$ cat config.mk
export PLATFORM = sky130hd
export DESIGN_NAME = secdec_chan_arb
export DESIGN_NICKNAME = d
export VERILOG_FILES = /design/src/rtl/secdec_chan_arb.sv
export SDC_FILE = /design/constraint.sdc
export NUM_CORES = 1
export LEC_CHECK = 0
export CAP_MARGIN = 0
export CORE_MARGIN = 3
export CORE_UTILIZATION = 35
export DETAILED_ROUTE_END_ITERATION = 10
export PLACE_DENSITY = 0.72
export SLEW_MARGIN = 20
export SYNTH_ARGS = -nofsm -noshare
export SYNTH_HDL_FRONTEND = slang
export SYNTH_SLANG_ARGS = --single-unit
$ cat constraint.sdc
create_clock -name clk -period 2.6 [get_ports clk]
set_input_delay 0.26 -clock clk [delete_from_list [all_inputs] [get_ports clk]]
set_output_delay 0.26 -clock clk [all_outputs]
set_load 0.01 [all_outputs]
$ cat src/rtl/secdec_chan_arb.sv
// Two-port round-robin arbiter in front of one secdec channel, with read tagging, flush/drain and nack counting.
// Optional SECDEC_ARB_ERRINJ_EN: forwards the granted reader's err_mode_in field to sd_err_mode.
module secdec_chan_arb #(
    parameter int DATA_WIDTH = 8,
    parameter int FIFO_DEPTH = 4,
    parameter int CNT_W      = 8
) (
    input  logic                          clk,
    input  logic                          rst,
    input  logic [1:0]                    wr_valid,
    input  logic [2*DATA_WIDTH-1:0]       wr_data,
    output logic [1:0]                    wr_ready,
    input  logic [1:0]                    rd_valid,
    output logic [1:0]                    rd_ready,
    input  logic [3:0]                    err_mode_in,
    output logic [1:0]                    resp_valid,
    output logic [DATA_WIDTH-1:0]         resp_data,
    output logic                          resp_err,
    input  logic                          flush,
    output logic                          flush_done,
    output logic [$clog2(FIFO_DEPTH):0]   fill_level,
    output logic [CNT_W-1:0]              nack_cnt,
    output logic                          sd_wr_en,
    output logic [DATA_WIDTH-1:0]         sd_data_in,
    output logic                          sd_rd_en,
    output logic [1:0]                    sd_err_mode,
    input  logic [DATA_WIDTH-1:0]         sd_data_out,
    input  logic                          sd_ack,
    input  logic                          sd_nack
);

    localparam int LW = $clog2(FIFO_DEPTH) + 1;
    localparam logic [LW-1:0] DEPTH = LW'(FIFO_DEPTH);

    typedef enum logic [1:0] {RUN, DRAIN, DONE} state_t;

    state_t          state, state_next;
    logic [LW-1:0]   cnt;
    logic            wr_ptr, rd_ptr;
    logic            drain_rd;
    logic            t0_v, t0_p, t0_d;
    logic            t1_v, t1_p, t1_d;

    // Grants use the pre-update occupancy only, mirroring the channel's own full/empty checks.
    always_comb begin
        state_next = state;
        wr_ready   = '0;
        rd_ready   = '0;
        flush_done = 1'b0;
        drain_rd   = 1'b0;
        case (state)
            RUN: begin
                if (flush) begin
                    state_next = DRAIN;
                end else begin
                    if (cnt < DEPTH) begin
                        wr_ready[0] = wr_valid[0] && (!wr_ptr || !wr_valid[1]);
                        wr_ready[1] = wr_valid[1] && ( wr_ptr || !wr_valid[0]);
                    end
                    if (cnt != '0) begin
                        rd_ready[0] = rd_valid[0] && (!rd_ptr || !rd_valid[1]);
                        rd_ready[1] = rd_valid[1] && ( rd_ptr || !rd_valid[0]);
                    end
                end
            end
            DRAIN: begin
                drain_rd = (cnt != '0);
                if (cnt == '0 && !t0_v && !t1_v)
                    state_next = DONE;
            end
            DONE: begin
                flush_done = 1'b1;
                state_next = RUN;
            end
            default: state_next = RUN;
        endcase
    end

    assign sd_wr_en   = |wr_ready;
    assign sd_rd_en   = (|rd_ready) || drain_rd;
    assign sd_data_in = wr_ready[1] ? wr_data[DATA_WIDTH +: DATA_WIDTH] :
                        wr_ready[0] ? wr_data[0 +: DATA_WIDTH] : '0;
    assign fill_level = cnt;

`ifdef SECDEC_ARB_ERRINJ_EN
    assign sd_err_mode = rd_ready[1] ? err_mode_in[3:2] :
                         rd_ready[0] ? err_mode_in[1:0] : 2'b00;
`else
    logic unused_err_mode;
    assign unused_err_mode = ^err_mode_in;
    assign sd_err_mode     = 2'b00;
`endif

    always_ff @(posedge clk or posedge rst) begin
        if (rst) begin
            state      <= RUN;
            cnt        <= '0;
            wr_ptr     <= 1'b0;
            rd_ptr     <= 1'b0;
            t0_v       <= 1'b0;
            t0_p       <= 1'b0;
            t0_d       <= 1'b0;
            t1_v       <= 1'b0;
            t1_p       <= 1'b0;
            t1_d       <= 1'b0;
            resp_valid <= '0;
            resp_data  <= '0;
            resp_err   <= 1'b0;
            nack_cnt   <= '0;
        end else begin
            state <= state_next;
            case ({sd_wr_en, sd_rd_en})
                2'b10:   cnt <= cnt + LW'(1);
                2'b01:   cnt <= cnt - LW'(1);
                default: cnt <= cnt;
            endcase
            if (sd_wr_en)
                wr_ptr <= ~wr_ready[1];
            if (|rd_ready)
                rd_ptr <= ~rd_ready[1];

            // Tag lines up with the channel's response two cycles after the read grant.
            t0_v <= sd_rd_en;
            t0_p <= rd_ready[1];
            t0_d <= drain_rd;
            t1_v <= t0_v;
            t1_p <= t0_p;
            t1_d <= t0_d;

            if (t1_v && !t1_d) begin
                resp_valid <= t1_p ? 2'b10 : 2'b01;
                resp_data  <= sd_data_out;
                resp_err   <= sd_nack;
            end else begin
                resp_valid <= '0;
            end

            if (t1_v && sd_nack && (nack_cnt != '1))
                nack_cnt <= nack_cnt + CNT_W'(1);
        end
    end

endmodule

==> run summary, run 1 <==
The flow ran to the end, and the final reports show no timing, DRC or antenna violations. The count of antenna-violating nets left after detailed routing came out at 0. The pin count of the biggest net entering global routing came out at 33.

The routed wire length is 3630 um. The data required time of the critical path came out at 2.34 ns. The smallest clock period supported by the final layout is computed as 2.49 ns. Of all cell types, the one taking the most synthesized area is sky130_fd_sc_hd__dfrtp_1.

The worst setup path is of the reg -> out kind. By area, the combinational part of the netlist is dominated by simple AND/OR/NAND/NOR gates. Synthesis inferred 32 register bits. In the post-synthesis netlist, the biggest area contributors are sky130_fd_sc_hd__dfrtp_1 (54%), sky130_fd_sc_hd__mux2_1 (8.3%), sky130_fd_sc_hd__a22oi_1 (4.0%). The root buffer cell chosen for the clock tree is sky130_fd_sc_hd__clkbuf_8. The detailed router finished its first iteration with 74 violations. The standard-cell row count is 23. The total number of nets in the final design came out at 250.

The number of hold violations in the final report came out at 0. The via count of the first global-routing pass is 1361. The library cells used most frequently in the layout, excluding fill and tap cells, are sky130_fd_sc_hd__clkdlybuf4s50_1 (68), sky130_fd_sc_hd__dfrtp_1 (32), sky130_fd_sc_hd__mux2_1 (11). The average instance in the mapped netlist occupies 11.3 um2.

The path class of the tightest hold or removal check is reg -> reg. For this block, the via count after detailed routing is 1289. The worst hold path terminates at t1_d.

The setup TNS after final layout came out at 0 ns. Power spread over the standard cell area amounts to 973 nW/um2. The average via count per standard cell is 4.94. The most common cell after layout, fill and taps aside is sky130_fd_sc_hd__clkdlybuf4s50_1. The first detailed-routing pass took 4 iterations.

The part of the cycle the worst path needs came out at 0.956. The cell area after placement came out at 2260 um2. The portion of synthesized area spent on multiplexers is 0.0895.

The highest ir drop seen on vdd is 529 uV. The post-CTS clock slew at the launch and capture registers of the worst setup and hold paths came out at 0.07 ns. Clock tree synthesis found a total of 32 sinks.

The count of fill cells added during filler insertion came out at 321. After clock tree synthesis, the repair step resized 0 gates. The register area is 801 um2.

During synthesis, Yosys emitted a total of 0 warnings. The number of buffers added for setup after CTS came out at 0. The TritonCTS clock tree is built. STA classifies the critical path endpoint as a primary output. Clock latency on the worst-skew pair, taken at its later pin, is 0.28 ns. The cell leakage power is 0.000971 uW. In this run, distinct cell masters in the synthesized netlist total 31. The worst setup path is launched from a flip-flop.

The number of cells on the worst reg-to-reg path is 9. Derived from the worst setup path, the maximum achievable clock frequency is 0.402 GHz. Measured against its own limit, the worst slew margin works out to 0.435.

The wire length of the first global-routing pass is 6130 um. Across the routed clock network, the largest skew measured is 0.00268 ns. The number of antenna repair diodes is 0. The share of synthesized area in the top cell type comes to 0.536.

The sequential element share of the synthesized area came out at 0.536. The number of pins exceeding their max-slew limit in the final report came to 0. The fraction of the mapped netlist area in compound gates was 0.0912.

Across the run, the number of max-cap violations was 0. The startpoint of the lowest-slack register-to-register path is state[0]. The arrival time reported for the critical path endpoint is 2.23 ns. The startpoint of the worst hold path is t0_d. The area growth from synthesis to layout is 58.6%.

The internal reg-to-reg setup slack is 0.41 ns. The maximum net fanout on the critical path is 8. The die width came out at 71.4 um. Of the total synthesized cell area, the portion taken by full adders, half adders and majority gates is 0.0301. The final setup violation count came out at 0. The number of buffers created by CTS came out at 5. The total die area came out at 5090 um2. The simple-gate share of the synthesized area is 0.168. The remaining global-route overflow came out at 0. The count of boundary I/O pins is 76.

Setup repair after global routing left no endpoint under its margin. The H-tree depth is 2. The final routed DRC violation total is 0.

The quantity of I/O buffers inserted on ports came out at 68. The sum of net half-perimeters after detailed placement is 2870 um. Dividing the detail-routed wire length by the instance count gives 13.9 um.

The post-synthesis instance total came out at 132. Counting instances, the worst hold path has a depth of 0. The maximum clock insertion buffer count came out at 2.

The number of antenna violations at the first check in global routing was 0. After floorplanning, the core was sized to cover 4060 um2. The starting utilization of the core area is 0.368. The share of layout cells above drive strength 1 is 0.123. The worst reg2reg path endpoint is fill_level[2]. The slew at the pin closest to its max-slew limit is 0.846 ns.

After routing the design area is 2370 um2. In the global route stage, overall resource usage came out at 0.155. The final weighted congestion in routability-driven placement is 0.861. The area of the multi-input gates is 644 um2. Of the total synthesized cell area, the portion taken by XOR and XNOR cells is 0.0469. The vertical die dimension came out at 71.4 um. The post-synth design cell area is 1500 um2. The number of buffers added to fix hold violations after cts came out at 0.
==> power by group <==
part           leakage, uW  switching, uW  internal (uW)
clock            0.0000541            190            283
combinational     0.000539            408            554
sequential        0.000378            166            707
total             0.000971            764           1540
==> worst max-delay path: stages, from the launching register on <==
cell and delay, ns:
sky130_fd_sc_hd__dfrtp_1 0.45, sky130_fd_sc_hd__or4_1 0.76, sky130_fd_sc_hd__nor2_2 0.19, sky130_fd_sc_hd__clkdlybuf4s50_1 0.55
==> how the worst max path moves through the flow <==
stage / start / to / slack [ns] / cells past startpoint
after floorplan: fill_level[2] / fill_level[2] / 0.43 / 10
after global placement: flush / fill_level[2] / 0.14 / 10
after detailed placement: flush / fill_level[2] / 0.07 / 10
after CTS: fill_level[2] / sd_data_in[1] / 0.09 / 3
after global routing: fill_level[2] / sd_data_in[4] / 0.03 / 3
final: fill_level[2] / sd_data_in[1] / 0.11 / 3
==> through the flow <==
step | hold WS [ns] | util | setup WS (ns) | cells | power [uW]
final | 0.352 | 0.584 | 0.114 | 261 | 2310
after global routing | 0.356 | 0.584 | 0.0286 | 261 | 2480
after CTS | 0.354 | 0.584 | 0.0856 | 261 | 2350
after detailed placement | 0.336 | 0.557 | 0.0741 | 253 | 1860
after global placement | 0.335 | 0.557 | 0.138 | 253 | 1800
after floorplan | 0.331 | - | 0.427 | 133 | 1350
==> cell type report <==
class,instances,area share
inverter,7,0.0111
clock inverter,3,0.0179
sequential,32,0.338
multi-input combinational,90,0.272
timing repair buffer,74,0.306
tap,50,0.0264
clock buffer,5,0.0290
==> cell families after synthesis <==
family | count (synthesis)
adders and majority gates | 3
muxes | 12
xor gates and xnor gates | 8
and+or+nand+nor | 44
DFF | 32
buffers and inverters | 11
other | 1
AOI/OAI and AO/OA | 21
==> Yosys cell counts <==
| library cell | n |
|---|---|
| sky130_fd_sc_hd__and4_1 | 1 |
| sky130_fd_sc_hd__nor2_1 | 7 |
| sky130_fd_sc_hd__and3_1 | 1 |
| sky130_fd_sc_hd__inv_1 | 6 |
| sky130_fd_sc_hd__buf_4 | 3 |
| sky130_fd_sc_hd__fa_1 | 1 |
| sky130_fd_sc_hd__nor3_2 | 1 |
| sky130_fd_sc_hd__mux2i_1 | 1 |
| sky130_fd_sc_hd__a21boi_1 | 2 |
| sky130_fd_sc_hd__nor2b_1 | 3 |
| sky130_fd_sc_hd__buf_2 | 1 |
| sky130_fd_sc_hd__a22oi_1 | 8 |
| sky130_fd_sc_hd__xnor2_1 | 6 |
| sky130_fd_sc_hd__xor2_1 | 2 |
| sky130_fd_sc_hd__conb_1 | 1 |
| sky130_fd_sc_hd__nand2b_1 | 1 |
| sky130_fd_sc_hd__nand2_1 | 8 |
| sky130_fd_sc_hd__nand3_1 | 5 |
| sky130_fd_sc_hd__mux2_1 | 11 |
| sky130_fd_sc_hd__a311oi_1 | 1 |
| sky130_fd_sc_hd__a21oi_1 | 5 |
| sky130_fd_sc_hd__ha_1 | 2 |
| sky130_fd_sc_hd__and2_1 | 3 |
| sky130_fd_sc_hd__inv_2 | 1 |
| sky130_fd_sc_hd__o21ai_1 | 3 |
| sky130_fd_sc_hd__a31oi_1 | 2 |
| sky130_fd_sc_hd__nor4_2 | 2 |
| sky130_fd_sc_hd__or4_1 | 1 |
| sky130_fd_sc_hd__dfrtp_1 | 32 |
| sky130_fd_sc_hd__nor2_2 | 8 |
| sky130_fd_sc_hd__nand4_1 | 3 |
==> sequential cells by signal, indices dropped and copies added (netlist names), 2 cells and up <==
name        count
fill_level      3
nack_cnt        8
resp_data       8
resp_valid      2
state           2
==> per-layer routing <==
| metal | track usage | vias up | share of wire |
|---|---|---|---|
| li1 | - | 610 | - |
| met1 | 0.176 | 602 | 0.40 |
| met2 | 0.250 | 70 | 0.47 |
| met3 | 0.0743 | 7 | 0.11 |
| met4 | 0.0626 | 0 | 0.017 |
| met5 | 0 | - | 0 |
No activity file was read; power rests on OpenSTA's default activity.
==> run 2, diff against run 1 <==
--- a/config.mk
+++ b/config.mk
@@ -8,6 +8,7 @@
 export CAP_MARGIN = 0
 export CORE_MARGIN = 3
 export CORE_UTILIZATION = 35
+export CTS_CLUSTER_SIZE = 10
 export DETAILED_ROUTE_END_ITERATION = 10
 export PLACE_DENSITY = 0.72
 export SLEW_MARGIN = 20
==> results of run 2 <==
Same layout as run 1: the final DEF is identical, and so are final timing and power.
